$ cat src/rtl/tank_level_ctrl.sv
`timescale 1ns/1ps
// tank_level_ctrl
// Samples the ultrasonic distance word at a fixed period, rejects readings
// outside the usable range, keeps a 4-sample moving average and drives the
// reservoir pump relay with hysteresis, minimum dwell and a run timeout.
module tank_level_ctrl #(
  parameter int unsigned SAMPLE_CYCLES     = 2500000,
  parameter int unsigned MIN_DIST          = 2,
  parameter int unsigned MAX_DIST          = 400,
  parameter int unsigned ON_DIST           = 120,
  parameter int unsigned OFF_DIST          = 30,
  parameter int unsigned MIN_TOGGLE_CYCLES = 25000000,
  parameter int unsigned MAX_ON_CYCLES     = 1500000000,
  parameter int unsigned INVALID_LIMIT     = 8
) (
  input  logic        clk,
  input  logic        rst,
  input  logic        enable,
  input  logic [15:0] distance,
  input  logic        fault_clr,
  output logic        pump_on,
  output logic [15:0] level_avg,
  output logic        avg_valid,
  output logic        fault,
  output logic [1:0]  fault_code
);

  typedef enum logic [1:0] {
    ST_IDLE     = 2'd0,
    ST_PUMP_OFF = 2'd1,
    ST_PUMP_ON  = 2'd2,
    ST_FAULT    = 2'd3
  } state_t;

  localparam int INV_W = (INVALID_LIMIT < 1) ? 1 : $clog2(INVALID_LIMIT + 1);

  localparam logic [31:0]      L_SAMPLE_LAST = 32'(SAMPLE_CYCLES - 1);
  localparam logic [31:0]      L_MIN_TOGGLE  = 32'(MIN_TOGGLE_CYCLES);
  localparam logic [31:0]      L_RUN_LAST    = 32'(MAX_ON_CYCLES - 1);
  localparam logic [15:0]      L_MIN_DIST    = 16'(MIN_DIST);
  localparam logic [15:0]      L_MAX_DIST    = 16'(MAX_DIST);
  localparam logic [15:0]      L_ON_DIST     = 16'(ON_DIST);
  localparam logic [15:0]      L_OFF_DIST    = 16'(OFF_DIST);
  localparam logic [INV_W-1:0] L_INV_LIMIT   = INV_W'(INVALID_LIMIT);
  localparam logic [INV_W-1:0] L_INV_ONE     = INV_W'(1);

  localparam logic [1:0] CODE_NONE    = 2'b00;
  localparam logic [1:0] CODE_SENSOR  = 2'b01;
  localparam logic [1:0] CODE_TIMEOUT = 2'b10;

  state_t             r_state;
  state_t             w_stateNext;
  logic [1:0]         w_faultCodeNext;

  logic [31:0]        r_sampleCnt;
  logic [31:0]        r_dwellCnt;
  logic [31:0]        r_runCnt;
  logic [3:0][15:0]   r_win;
  logic [2:0]         r_fill;
  logic [INV_W-1:0]   r_invCnt;
  logic [15:0]        r_levelAvg;
  logic               r_avgValid;
  logic               r_pumpOn;
  logic [1:0]         r_faultCode;

  logic               w_tick;
  logic               w_sampleValid;
  logic               w_validTick;
  logic               w_invalidTick;
  logic [3:0][15:0]   w_winNext;
  logic [17:0]        w_sumNext;
  logic [2:0]         w_fillNext;
  logic               w_faultClear;
  logic               w_sensorFault;
  logic               w_timeout;
  logic               w_dwellDone;
  logic               w_stateChange;

  // The tick fires on the last count of each sample period; the counter is
  // parked at zero while disabled or faulted so sampling restarts cleanly.
  assign w_tick        = enable && (r_state != ST_FAULT) && (r_sampleCnt == L_SAMPLE_LAST);
  assign w_sampleValid = (distance != 16'd0) && (distance >= L_MIN_DIST) && (distance <= L_MAX_DIST);
  assign w_validTick   = w_tick && w_sampleValid;
  assign w_invalidTick = w_tick && !w_sampleValid;

  // Newest sample enters slot 0; the average is taken over the updated window
  // so level_avg is available the cycle right after the tick.
  assign w_winNext  = {r_win[2], r_win[1], r_win[0], distance};
  assign w_sumNext  = {2'b00, w_winNext[0]} + {2'b00, w_winNext[1]}
                    + {2'b00, w_winNext[2]} + {2'b00, w_winNext[3]};
  assign w_fillNext = (r_fill == 3'd4) ? 3'd4 : (r_fill + 3'd1);

  assign w_faultClear  = (r_state == ST_FAULT) && fault_clr;
  assign w_sensorFault = (r_invCnt >= L_INV_LIMIT);
  // Fires on the edge where the run count would reach MAX_ON_CYCLES, so the
  // pump stays on for exactly MAX_ON_CYCLES cycles before the fault.
  assign w_timeout     = (r_runCnt >= L_RUN_LAST);
  assign w_dwellDone   = (r_dwellCnt >= L_MIN_TOGGLE);
  assign w_stateChange = (w_stateNext != r_state);

  // Sample period counter.
  always_ff @(posedge clk or negedge rst) begin
    if (!rst) begin
      r_sampleCnt <= 32'd0;
    end else if (!enable || (r_state == ST_FAULT)) begin
      r_sampleCnt <= 32'd0;
    end else if (r_sampleCnt == L_SAMPLE_LAST) begin
      r_sampleCnt <= 32'd0;
    end else begin
      r_sampleCnt <= r_sampleCnt + 32'd1;
    end
  end

  // Averaging window, fill count and registered average; wiped on fault exit.
  always_ff @(posedge clk or negedge rst) begin
    if (!rst) begin
      r_win      <= '0;
      r_fill     <= 3'd0;
      r_levelAvg <= 16'd0;
      r_avgValid <= 1'b0;
    end else if (w_faultClear) begin
      r_win      <= '0;
      r_fill     <= 3'd0;
      r_levelAvg <= 16'd0;
      r_avgValid <= 1'b0;
    end else if (w_validTick) begin
      r_win      <= w_winNext;
      r_fill     <= w_fillNext;
      r_levelAvg <= w_sumNext[17:2];
      r_avgValid <= (w_fillNext == 3'd4);
    end
  end

  // Consecutive invalid sample counter; any valid sample restarts the run.
  always_ff @(posedge clk or negedge rst) begin
    if (!rst) begin
      r_invCnt <= '0;
    end else if (w_faultClear || w_validTick) begin
      r_invCnt <= '0;
    end else if (w_invalidTick && (r_invCnt < L_INV_LIMIT)) begin
      r_invCnt <= r_invCnt + L_INV_ONE;
    end
  end

  // Next-state decision: disable beats faults, faults beat hysteresis, and
  // only fault_clr gets out of FAULT.
  always_comb begin
    w_stateNext     = r_state;
    w_faultCodeNext = r_faultCode;
    if (r_state == ST_FAULT) begin
      if (fault_clr) begin
        w_stateNext     = ST_IDLE;
        w_faultCodeNext = CODE_NONE;
      end
    end else if (!enable) begin
      w_stateNext = ST_IDLE;
    end else if (w_sensorFault) begin
      w_stateNext     = ST_FAULT;
      w_faultCodeNext = CODE_SENSOR;
    end else if ((r_state == ST_PUMP_ON) && w_timeout) begin
      w_stateNext     = ST_FAULT;
      w_faultCodeNext = CODE_TIMEOUT;
    end else begin
      case (r_state)
        ST_IDLE: begin
          if (r_avgValid) begin
            w_stateNext = ST_PUMP_OFF;
          end
        end
        ST_PUMP_OFF: begin
          if ((r_levelAvg >= L_ON_DIST) && w_dwellDone) begin
            w_stateNext = ST_PUMP_ON;
          end
        end
        ST_PUMP_ON: begin
          if ((r_levelAvg <= L_OFF_DIST) && w_dwellDone) begin
            w_stateNext = ST_PUMP_OFF;
          end
        end
        default: begin
          w_stateNext = r_state;
        end
      endcase
    end
  end

  // State register with the relay command and fault code registered alongside.
  always_ff @(posedge clk or negedge rst) begin
    if (!rst) begin
      r_state     <= ST_IDLE;
      r_pumpOn    <= 1'b0;
      r_faultCode <= CODE_NONE;
    end else begin
      r_state     <= w_stateNext;
      r_pumpOn    <= (w_stateNext == ST_PUMP_ON);
      r_faultCode <= w_faultCodeNext;
    end
  end

  // Dwell counter: restarts on every state change, except that arriving in
  // PUMP_OFF from IDLE starts already satisfied so the first switch-on is
  // immediate.
  always_ff @(posedge clk or negedge rst) begin
    if (!rst) begin
      r_dwellCnt <= 32'd0;
    end else if (w_stateChange) begin
      if ((r_state == ST_IDLE) && (w_stateNext == ST_PUMP_OFF)) begin
        r_dwellCnt <= L_MIN_TOGGLE;
      end else begin
        r_dwellCnt <= 32'd0;
      end
    end else if (enable && (r_dwellCnt < L_MIN_TOGGLE)) begin
      r_dwellCnt <= r_dwellCnt + 32'd1;
    end
  end

  // Continuous run counter, live only while staying in PUMP_ON.
  always_ff @(posedge clk or negedge rst) begin
    if (!rst) begin
      r_runCnt <= 32'd0;
    end else if ((r_state != ST_PUMP_ON) || (w_stateNext != ST_PUMP_ON)) begin
      r_runCnt <= 32'd0;
    end else begin
      r_runCnt <= r_runCnt + 32'd1;
    end
  end

  assign pump_on    = r_pumpOn;
  assign level_avg  = r_levelAvg;
  assign avg_valid  = r_avgValid;
  assign fault      = (r_state == ST_FAULT);
  assign fault_code = r_faultCode;

endmodule

$ cat config.mk
export PLATFORM = sky130hd
export DESIGN_NAME = tank_level_ctrl
export DESIGN_NICKNAME = d
export VERILOG_FILES = /design/src/rtl/tank_level_ctrl.sv
export SDC_FILE = /design/constraint.sdc
export NUM_CORES = 1
export LEC_CHECK = 0
export ABC_AREA = 1
export BUFFER_PORTS_ARGS = -buffer_cell sky130_fd_sc_hd__buf_2
export CORE_AREA = 2 2 108 214
export DETAILED_ROUTE_END_ITERATION = 6
export DIE_AREA = 0 0 110 216
export HOLD_SLACK_MARGIN = 0.06
export PLACE_DENSITY_LB_ADDON = 0.08
export SYNTH_ARGS = -nofsm -noshare
export SYNTH_HDL_FRONTEND = slang
export SYNTH_SLANG_ARGS = --single-unit
$ cat constraint.sdc
create_clock -name clk -period 5.6 [get_ports clk]
set_clock_uncertainty 0.1 [all_clocks]
set_input_delay 0.56 -clock clk [delete_from_list [all_inputs] [get_ports clk]]
set_output_delay 0.56 -clock clk [all_outputs]
set_load 0.05 [all_outputs]
==> results.cfg <==
[yosys]
synth_edf_count = 0
yosys.area.top_type = dfrtp_1
synth_top_cell_area_share_pct = 44.2
synth-seq-cells = 173
synth_area_um2 = 9790
ys_types = 46
async_reset_ff_share_pct = 100
syn_avg_cell_area_um2 = 8.26
syn_inst = 1186
ys.flop_type = dfrtp_1
syn_nets = 1261
yosysSeqAreaShare_pct = 44.2
synth_warnings = 0
synth_area_leaders = dfrtp_1 (44%), nand2_1 (10%), fa_1 (6.5%), inv_1 (5.6%), nor2_1 (5.6%)

[worst_setup_path]
cp_max_fo = 43
r2r-start = r_sampleCnt[0]$_DFF_PN0_
cp-end-kind = register
arrival_ns = 3.69
critPathLaunchType = register
r2r_setup_slack_ns = 2.14
worstSetupPathType = register to register
startpoint = r_sampleCnt[0]$_DFF_PN0_
ff2ff_path_depth = 14
r2r-end = r_invCnt[1]$_DFFE_PN0P_
cp_data_required_time_ns = 5.83

[global_routing]
grt_usage_pct = 21.7
antenna_found_initial = 1
grt_overflow = 0
grt_pass1_wl_um = 39700
grt_pass1_vias = 8286
grt_max_degree = 82

[placement]
place_ws_ns = 1.82
port_buffers = 40
hpwl_um = 17300
gp_congestion = 0.861

[clocking]
clk_pin_slew_ns = 0.06
cts_tree = built
clock_latency_ns = 0.44
cts.htree.levels = 4
cts_root_buf = clkbuf_16
cts_hold_buf = 0
cts_buffers = 17
clockBufferDepth = 2
cts_resized = 0
clkSinkCount = 173
post_cts_buffers = 0

[sta]
setup_viol = 0
relSlewSlack_pct = 24.2
finalHoldViolCount = 0
rsz0062_at_grt = no
tns_ns = 0
drv_slew = 0
finalCritPeriodShare_pct = 61.8
fmax_ghz = 0.289
max_slew.worst_pin.slew_ns = 1.13
holdWs_ns = 0.0659
fin_crit_ns = 3.46
layout_setup_ws_ns = 2.14

[run_status]
status = finished, final reports clean

[power_and_ir_drop]
power_per_cell_area_nw_per_um2 = 416
power.leakage_uw = 0.00504
power_uw = 4500
ir_drop_mv = 0.267

[die]
coreArea_um2 = 22100
ioPinCount = 41
dieHeight_um = 216
start_util_pct = 44.4
placementRows = 77
die_width_um = 110
die_area_um2 = 23800

[cells_and_area]
antenna_cells = 0
nNetsFinal = 1299
final_cell_mix = nand2_1 (260), dfrtp_1 (173), inv_1 (147), nor2_1 (145), o21ai_0 (64)
postLayoutCoreUtil_pct = 49.1
syn_to_final_growth_pct = 10.7
fillCellCount = 2159
drive_above_1_share_pct = 8.25
final_common_cell = nand2_1

[run]
maxCapViolCount = 0

[worst_hold_path]
hold_path.class = input pin to async pin

[route]
drc_errors = 0
dr.pass1.iters = 6
drt_wl_total_um = 23400
vias = 7856
wl_per_cell_um = 15.4
antenna_left = 0
via_per_inst = 5.19
drt_iter0_drc = 297
[metal layers]
metal	part of all wire (%)	track usage, %	vias up
met4	2.0	7.64	2
met1	38	22.7	3802
met5	0.056	0	-
met2	56	40.4	102
met3	3.6	5.62	35
li1	-	-	3915
[power by group]
group	switching, µW	internal [µW]	leakage, µW
Sequential	147	1420	0.00237
Clock	501	692	0.000276
Combinational	1130	617	0.00240
Total	1780	2730	0.00504
[cell families (layout without fill, tap and decap cells)]
| kind of cell | Yosys count | count (layout) | synth area share [%] |
|---|---|---|---|
| xor+xnor | 45 | 45 | 4.03 |
| simple gates | 577 | 577 | 26.1 |
| other cells | 1 | 1 | 0.0383 |
| buf+inv | 179 | 230 | 7.23 |
| fa+ha+maj | 55 | 55 | 9.48 |
| flops | 173 | 173 | 44.2 |
| compound gates | 156 | 156 | 8.96 |
[worst max-delay path, cell delays in order (launching register included)]
cell and delay (ns):
dfrtp_1 0.37, ha_1 0.18, nand2_1 0.08, nor2_1 0.27, nand2_1 0.13, nor3_2 0.35, nand3_2 0.11, buf_4 0.31
inv_2 0.31, nor2_2 0.05, buf_4 0.26, inv_2 0.56, a21oi_1 0.12, nand2_1 0.10, nand2_1 0.05
[layout make-up]
class / count / area [µm²] / share of cell area (%)
Multi-Input combinational cell: 834 / 4760 / 43.9
Sequential cell: 173 / 4330 / 39.9
Inverter: 153 / 574 / 5.30
Clock buffer: 23 / 478 / 4.41
Tap cell: 276 / 345 / 3.19
Timing Repair Buffer: 45 / 244 / 2.25
Clock inverter: 9 / 109 / 1.00
[cells in the mapped netlist, drive strengths merged (4+ instances only)]
master,number
a21oi,49
o21ai,64
inv,152
a31oi,5
dfrtp,173
ha,23
a211oi,4
nor3,42
buf,16
fa,32
nor2,150
nor3b,7
nand3,62
o22ai,21
nand4,31
xor2,32
nand2,266
clkbuf,10
xnor2,13
nor4,14
[worst max path at each step]
stage / to / slack (ns)
after detailed placement: r_invCnt[1]$_DFFE_PN0P_ / 1.82
after global routing: r_invCnt[0]$_DFFE_PN0P_ / 1.77
after CTS: r_invCnt[1]$_DFFE_PN0P_ / 2.07
after floorplan: level_avg[13]$_DFFE_PN0N_ / 2.53
final: r_invCnt[1]$_DFFE_PN0P_ / 2.14
after global placement: r_invCnt[0]$_DFFE_PN0P_ / 1.87
[metrics by stage]
step                instance area, µm²  instances
floorplan                         9790       1186
global placement                 10300       1481
detailed placement               10300       1481
CTS                              10800       1513
global route                     10800       1513
finish                           10800       1513
[flip-flops by register name, indices dropped and copies added (netlist names)]
| signal | count |
|---|---|
| r_win | 48 |
| r_dwellCnt | 32 |
| r_runCnt | 32 |
| r_sampleCnt | 32 |
| level_avg | 16 |
| r_invCnt | 4 |
| r_fill | 3 |
| fault_code | 2 |
| r_state | 2 |
| avg_valid | 1 |
| pump_on | 1 |
Power figures use the tool's default switching activity.
